## src/rtl/obstacle_maneuver_fsm.sv

```systemverilog
// Drive-level sequencer: FORWARD while clear, timed STOP/REVERSE/TURN on obstacle,
// FAULT after too many consecutive blocked maneuvers. Phases are timed in timer periods.
module obstacle_maneuver_fsm #(
  parameter int unsigned STOP_TICKS    = 2,
  parameter int unsigned REVERSE_TICKS = 5,
  parameter int unsigned TURN_TICKS    = 4,
  parameter int unsigned MAX_RETRIES   = 3
) (
  input  logic       clk,
  input  logic       reset,
  input  logic       enable,
  input  logic       obstacle,
  input  logic       timer_expired,
  output logic       timer_start,
  output logic [1:0] motor_left,
  output logic [1:0] motor_right,
  output logic [2:0] state_out,
  output logic [7:0] maneuver_count,
  output logic       fault
);

  typedef enum logic [2:0] {
    S_IDLE    = 3'd0,
    S_FORWARD = 3'd1,
    S_STOP    = 3'd2,
    S_REVERSE = 3'd3,
    S_TURN    = 3'd4,
    S_FAULT   = 3'd5
  } state_t;

  localparam logic [1:0] M_STOP = 2'b00;
  localparam logic [1:0] M_FWD  = 2'b01;
  localparam logic [1:0] M_REV  = 2'b10;

  localparam logic [7:0] STOP_T = 8'(STOP_TICKS);
  localparam logic [7:0] REV_T  = 8'(REVERSE_TICKS);
  localparam logic [7:0] TURN_T = 8'(TURN_TICKS);
  localparam logic [3:0] MAX_R  = 4'(MAX_RETRIES);

  state_t     r_state, w_state_nx;
  logic       r_sync1, r_obs_s;
  logic [7:0] r_tick, w_tick_nx;
  logic [3:0] r_retry, w_retry_nx;
  logic       r_dir, w_dir_nx;
  logic [7:0] r_cnt, w_cnt_nx;
  logic       r_timer_start, w_start_nx;
  logic [1:0] r_motor_l, r_motor_r, w_ml_nx, w_mr_nx;
  logic       r_fault;
  logic       w_exp;
  logic [7:0] w_tick_inc;
  logic [7:0] w_cnt_inc;

  // An expiry landing in the same cycle as our own start pulse belongs to no period of ours.
  assign w_exp      = timer_expired & ~r_timer_start;
  assign w_tick_inc = r_tick + 8'd1;
  assign w_cnt_inc  = (r_cnt == 8'hFF) ? r_cnt : r_cnt + 8'd1;

  always_comb begin
    w_state_nx = r_state;
    w_tick_nx  = r_tick;
    w_retry_nx = r_retry;
    w_dir_nx   = r_dir;
    w_cnt_nx   = r_cnt;
    w_start_nx = 1'b0;
    if (!enable) begin
      w_state_nx = S_IDLE;
      w_tick_nx  = 8'd0;
      w_retry_nx = 4'd0;
      w_dir_nx   = 1'b0;
    end else begin
      case (r_state)
        S_IDLE: w_state_nx = S_FORWARD;
        S_FORWARD: begin
          if (r_obs_s) begin
            w_state_nx = S_STOP;
            w_tick_nx  = 8'd0;
            w_start_nx = 1'b1;
            w_cnt_nx   = w_cnt_inc;
            w_retry_nx = r_retry + 4'd1;
          end
        end
        S_STOP, S_REVERSE: begin
          if (w_exp) begin
            w_start_nx = 1'b1;
            if (w_tick_inc == ((r_state == S_STOP) ? STOP_T : REV_T)) begin
              w_state_nx = (r_state == S_STOP) ? S_REVERSE : S_TURN;
              w_tick_nx  = 8'd0;
            end else begin
              w_tick_nx  = w_tick_inc;
            end
          end
        end
        S_TURN: begin
          if (w_exp) begin
            if (w_tick_inc == TURN_T) begin
              w_tick_nx = 8'd0;
              w_dir_nx  = ~r_dir;
              if (!r_obs_s) begin
                w_state_nx = S_FORWARD;
                w_retry_nx = 4'd0;
              end else if (r_retry < MAX_R) begin
                w_state_nx = S_STOP;
                w_start_nx = 1'b1;
                w_cnt_nx   = w_cnt_inc;
                w_retry_nx = r_retry + 4'd1;
              end else begin
                w_state_nx = S_FAULT;
              end
            end else begin
              w_tick_nx  = w_tick_inc;
              w_start_nx = 1'b1;
            end
          end
        end
        S_FAULT: w_state_nx = S_FAULT;
        default: w_state_nx = S_IDLE;
      endcase
    end
  end

  // Motor commands follow the next state so they register alongside it.
  always_comb begin
    w_ml_nx = M_STOP;
    w_mr_nx = M_STOP;
    case (w_state_nx)
      S_FORWARD: begin
        w_ml_nx = M_FWD;
        w_mr_nx = M_FWD;
      end
      S_REVERSE: begin
        w_ml_nx = M_REV;
        w_mr_nx = M_REV;
      end
      S_TURN: begin
        w_ml_nx = w_dir_nx ? M_REV : M_FWD;
        w_mr_nx = w_dir_nx ? M_FWD : M_REV;
      end
      default: begin
        w_ml_nx = M_STOP;
        w_mr_nx = M_STOP;
      end
    endcase
  end

  always_ff @(posedge clk or negedge reset) begin
    if (!reset) begin
      r_sync1       <= 1'b0;
      r_obs_s       <= 1'b0;
      r_state       <= S_IDLE;
      r_tick        <= 8'd0;
      r_retry       <= 4'd0;
      r_dir         <= 1'b0;
      r_cnt         <= 8'd0;
      r_timer_start <= 1'b0;
      r_motor_l     <= M_STOP;
      r_motor_r     <= M_STOP;
      r_fault       <= 1'b0;
    end else begin
      r_sync1       <= obstacle;
      r_obs_s       <= r_sync1;
      r_state       <= w_state_nx;
      r_tick        <= w_tick_nx;
      r_retry       <= w_retry_nx;
      r_dir         <= w_dir_nx;
      r_cnt         <= w_cnt_nx;
      r_timer_start <= w_start_nx;
      r_motor_l     <= w_ml_nx;
      r_motor_r     <= w_mr_nx;
      r_fault       <= (w_state_nx == S_FAULT);
    end
  end

  assign timer_start    = r_timer_start;
  assign motor_left     = r_motor_l;
  assign motor_right    = r_motor_r;
  assign state_out      = r_state;
  assign maneuver_count = r_cnt;
  assign fault          = r_fault;

endmodule

```

## config.mk

```make
export PLATFORM = sky130hd
export DESIGN_NAME = obstacle_maneuver_fsm
export DESIGN_NICKNAME = d
export VERILOG_FILES = /design/src/rtl/obstacle_maneuver_fsm.sv
export SDC_FILE = /design/constraint.sdc
export NUM_CORES = 1
export LEC_CHECK = 0
export ABC_CLOCK_PERIOD_IN_PS = 4900
export CAP_MARGIN = 20
export CORE_ASPECT_RATIO = 1.4
export CORE_MARGIN = 1.5
export CORE_UTILIZATION = 55
export CTS_BUF_LIST = sky130_fd_sc_hd__clkbuf_16
export CTS_CLUSTER_SIZE = 30
export DETAILED_ROUTE_END_ITERATION = 10
export PLACE_DENSITY = 0.79
export SLEW_MARGIN = 20
export SYNTH_ARGS = -nofsm -noshare
export SYNTH_HDL_FRONTEND = slang
export SYNTH_SLANG_ARGS = --single-unit
```

## constraint.sdc

```tcl
create_clock -name clk -period 4.9 [get_ports clk]
set_clock_uncertainty 0.2 [all_clocks]
set_input_delay 0.98 -clock clk [delete_from_list [all_inputs] [get_ports clk]]
set_output_delay 0.98 -clock clk [all_outputs]
set_load 0.1 [all_outputs]
```

## After elaboration in Yosys (flattened, before gate mapping)

Cells that the tools add are included.

- $add $sub $neg: 3
- Shift operators: 0
- Divide/modulo/power cells: 0
- Muxes and demuxes: 48
- Reductions and logical operators: 6
- Bitwise gates (word level): 3
- Multipliers: 0
- Equal/unequal tests: 24
- $lt $le $gt $ge: 1

Operator list:

| kind | count |
|---|---|
| 8-bit 2-to-1 mux | 12 |
| 3-bit 2-to-1 mux | 10 |
| 4-bit 2-to-1 mux | 6 |
| 8-bit case mux with 3 select lines | 1 |
| 8-bit by 1-bit adder with 8-bit output (second input constant) | 2 |
| 8-bit case mux with 2 select lines | 1 |
| 3-bit case mux with 5 select lines | 1 |
| 3-bit equality test (second input constant) | 4 |
| 3-bit inequality test (second input constant) | 4 |
| 2-bit case mux with 3 select lines | 2 |
| 1-bit 2-to-1 mux | 11 |
| 2-bit inequality test (second input constant) | 5 |
| 3-bit by 2-bit equality test with 1-bit output (second input constant) | 3 |
| 8-bit by 3-bit equality test with 1-bit output | 1 |
| 8-bit by 3-bit equality test with 1-bit output (second input constant) | 1 |
| 8-bit equality test (second input constant) | 1 |
| 4-bit case mux with 2 select lines | 1 |
| 7-bit AND reduction | 1 |
| 3-bit by 1-bit equality test with 1-bit output (second input constant) | 2 |
| 5-bit AND reduction | 1 |
| 4-bit by 1-bit adder with 4-bit output (second input constant) | 1 |
| 4-bit by 2-bit < comparator with 1-bit output (second input constant) | 1 |
| 2-bit 2-to-1 mux | 2 |
| 4-bit by 1-bit inequality test with 1-bit output (second input constant) | 1 |
| 9 further kinds | 10 |

- Memories: 0
- Bits in read-only memories: 0
- RAM bits: 0
- Flip-flop bits (word level): 32
- Input bits: 5
- Output and inout bits: 17
- Bits in latches: 0

## Longest topological paths before layout

- Depth after elaboration: 9
- Gate-level depth with buffers: 8

## Least setup slack after synthesis

No wires, ideal clock.

- Kind: reg2reg
- Start point: register r_state[1], in the netlist state_out[1]
- End point: register r_motor_r[0], in the netlist motor_right[0]
- Arrival: 2.628 ns
- Library setup time: 0.127 ns
- Required time: 4.573 ns
- Stages on the path, launching flop included: 8
- Setup slack: 1.945 ns
- Buffers on the path: 1
- Cells stage by stage: dfrtp_1 > clkbuf_1 > nor3b_1 > and4_1 > o21ai_0 > o311a_1 > o211a_1 > or2_2

- Longest elaborated chain between the ends: 9
- Elaborated cells on any way between the ends: 24

Ends and longest elaborated chain:

| what | RTL line | text |
|---|---|---|
| start: declaration | 40 | `state_t r_state, w_state_nx;` |
| start signal: assignment | 161 | `r_state <= w_state_nx;` |
| 3-bit by 2-bit equality test with 1-bit output | 71, 85, 86 |  |
| 3-bit 2-to-1 mux | 85 | `if (w_tick_inc == ((r_state == S_STOP) ? STOP_T : REV_T)) begin` |
| 8-bit by 3-bit equality test with 1-bit output | 85 |  |
| 3-bit 2-to-1 mux | 85 |  |
| 3-bit 2-to-1 mux | 83 | `if (w_exp) begin` |
| 3-bit case mux with 5 select lines | 71 | `case (r_state)` |
| 3-bit 2-to-1 mux | 65 | `if (!enable) begin` |
| 3-bit equality test, or another cell as far along | 125 | `case (w_state_nx)` |
| 2-bit case mux with 3 select lines * | 125 |  |
| named net w_mr_nx[0] | 47 | `logic [1:0] r_motor_l, r_motor_r, w_ml_nx, w_mr_nx;` |
| end signal: assignment | 168 | `r_motor_r <= w_mr_nx;` |
| end: declaration | 47 |  |

The timed path passes the listed nets; every way through them passes the cells marked *.
A chain may end at the register's enable or synchronous reset.

## Worst setup path in the final report

- Start point: register r_state[1], in the netlist state_out[1]
- End point: output state_out[1]

RTL lines:

| what | RTL line | text |
|---|---|---|
| end: declaration | 17 | `output logic [2:0] state_out,` |

No word-level cell between the ends.

==> impl_metrics.py <==
metrics = {
    "synthesis": {
        "synth_edf_count": 0,
        "yosys.area.top_type": "dfrtp_1",
        "synth-seq-cells": 32,
        "avgSynthCellArea_um2": 9.198,
        "async_flop_share": 1.000,
        "netlist.area_leader.share": 0.4310,
        "ys_types": 51,
        "ys_seq_area_frac": 0.4310,
        "synth_nets": 210,
        "netlist_area_um2": 1858,
        "yosys_warnings": 0,
        "synthTopCellsByArea": "dfrtp_1 (43%), nand2_1 (4.6%), xnor2_1 (4.2%)",
        "synthTopCellsByCount": "dfrtp_1 (32), nand2_1 (23), nor2_1 (15)",
        "synth_ff_type": "dfrtp_1",
        "synth.most_common_cell": "dfrtp_1",
        "postSynthCellCount": 202,
    },
    "grt": {
        "grt_usage": 0.2608,
        "antenna_found_initial": 0,
        "grt_max_degree": 33,
        "grt_pass1_vias": 1540,
        "grt.overflow.total": 0,
        "grt_pass1_wl_um": 7307,
    },
    "timing": {
        "max-slew-margin-rel": 0.3477,
        "rsz0062_at_grt": "false",
        "final_hold_viol_count": 0,
        "finalCriticalPeriod_ps": 3405,
        "setup_tns_ps": 0,
        "max_freq_mhz": 293.7,
        "period_share": 0.6949,
        "tightestPinTransition_ps": 975.4,
        "finalSetupViolCount": 0,
        "slew_violations": 0,
    },
    "placement": {
        "globalplace.congestion": 0.8921,
        "port_buffers": 21,
        "dpl.hpwl_um": 3141,
    },
    "worst_setup_path": {
        "path_cells": "clkdlybuf4s50_1",
        "slowest_delay_ps": 1240,
        "required_ps": 3720,
        "cp_top_family": "buffers and inverters",
        "path_max_fanout": 20,
        "path_buf_inv": 1,
        "worstSetupPathDepth": 1,
        "reg2reg_slack_ps": 2090,
        "worstPathArrival_ps": 2220,
        "cp-end-kind": "output port",
        "critPathSlowestCell": "clkdlybuf4s50_1",
        "r2r_cells": 5,
        "crit_type": "reg2out",
        "crit_path_start_kind": "register",
    },
    "final_layout": {
        "area_delta_synth_final_pct": 20.00,
        "drive_gt1_frac": 0.06696,
        "antenna_cells": 0,
        "fill_cells": 263,
        "final_net_count": 232,
        "post-route-util": 0.7005,
    },
    "pwr": {
        "p_total_mw": 0.9197,
        "total_leakage_power_nw": 0.9451,
        "peakVddDrop_mv": 0.6397,
        "power.density_nw_per_um2": 412.5,
    },
    "floorplanning": {
        "boundaryPins": 22,
        "initial_utilization": 0.5837,
        "die_area_um2": 3741,
        "die_x_um": 52.12,
        "die_y_um": 71.77,
        "row_count": 24,
        "coreArea_um2": 3183,
    },
    "routing": {
        "drtAntennaViolNets": 0,
        "drt_wl_total_um": 4386,
        "drc": 0,
        "vias_per_cell": 6.160,
        "dr.pass1.iters": 4,
        "wire_per_inst_um": 16.68,
        "vias": 1620,
        "drt_iter0_drc": 63,
    },
    "cts": {
        "postCtsResizedCells": 0,
        "post-cts-setup-buffers": 0,
        "clockBufferDepth": 2,
        "holdBufCountCts": 0,
        "path_clk_slew_ps": 50,
        "ctsRootBufferMaster": "clkbuf_16",
        "cts_tree": "built",
        "cts.sinks": 32,
        "h-tree-depth": 2,
        "cts_made_buffers": 5,
        "clkLatencyLatePin_ps": 270,
    },
    "run_status": {
        "status": "finished clean",
    },
    "hold_path": {
        "hold_path_depth": 0,
        "hold_class": "reg2reg",
    },
    "flow_run": {
        "maxCapViolations": 0,
    },
}
[power breakdown]
| part | leakage (nW) | switching [mW] | internal (mW) | total, mW |
|---|---|---|---|---|
| Clock | 0.0648 | 0.103 | 0.181 | 0.284 |
| Sequential | 0.430 | 0.0373 | 0.290 | 0.327 |
| Combinational | 0.450 | 0.231 | 0.0772 | 0.308 |
[placed cells by master, fill, tap and decap left out, types with 2 or more instances in the layout]
cell	count
and2_1	2
nor2b_1	5
nand2b_1	4
and3_1	5
nand3_1	7
clkbuf_16	5
a21oi_1	9
nor4_1	3
a31oi_1	5
xnor2_1	9
a21o_1	2
inv_1	6
ha_1	3
o311ai_0	2
o31ai_1	2
o21ai_0	9
o22a_1	2
clkdlybuf4s50_1	21
o21a_1	3
dfrtp_1	32
nand4_1	6
o221ai_1	3
nand2_1	23
nor2_1	15
o221a_2	2
nor3_1	7
and4_1	2
xor2_1	3
nor3b_1	2
clkinv_1	2
[metrics by stage]
step | hold WS (ps) | instances | instance area, um^2 | setup slack (ps)
after floorplan | 131.2 | 202 | 1858 | 1945
after global placement | 134.5 | 256 | 2097 | 1582
after detailed placement | 147.6 | 256 | 2097 | 1540
after CTS | 161.6 | 263 | 2230 | 1497
after global routing | 165.4 | 263 | 2230 | 1420
final | 162.1 | 263 | 2230 | 1495
[sequential cells by signal, summed over array words and instances (netlist names)]
signal / flops
timer_start: 1
r_retry: 4
motor_right: 2
r_sync1: 1
maneuver_count: 8
r_obs_s: 1
fault: 1
r_dir: 1
r_tick: 8
state_out: 3
motor_left: 2
[cell type report]
class,instances,area (um^2),share of cell area
multi-input cells,157,1007,0.4517
flip-flops and latches,32,800.8,0.3591
repair buffers,22,217.7,0.09764
clock buffers,5,125.1,0.05612
well taps,39,48.80,0.02189
inverters,6,22.52,0.01010
clock inverters,2,7.507,0.003367
[cells by family (layout without fill, tap and decap cells)]
| kind of cell | after synthesis | after routing | synth area share |
|---|---|---|---|
| and+or+nand+nor | 90 | 90 | 0.2620 |
| AOI/OAI and AO/OA | 51 | 51 | 0.1973 |
| DFF | 32 | 32 | 0.4310 |
| buffers and inverters | 13 | 35 | 0.02693 |
| xor gates and xnor gates | 12 | 12 | 0.05657 |
| adders and majority gates | 3 | 3 | 0.02020 |
| muxes | 1 | 1 | 0.006060 |
[routing by layer]
layer  vias to the layer above  GRT usage  part of all wire
met5                         -          0                 0
met4                         0    0.07895            0.0064
met3                         3    0.05000             0.041
met2                        53     0.4529              0.53
met1                       768     0.3210              0.42
li1                        796          -                 -
[worst paths after layout]
kind / start / end
setup / recovery: state_out[1] / state_out[1]
hold / removal: r_sync1 / r_obs_s
setup reg to reg: r_tick[4] / maneuver_count[1]
hold reg to reg: r_sync1 / r_obs_s
max in group asynchronous: reset / maneuver_count[4]
min in group asynchronous: reset / motor_left[0]
Power figures use the tool's default switching activity.
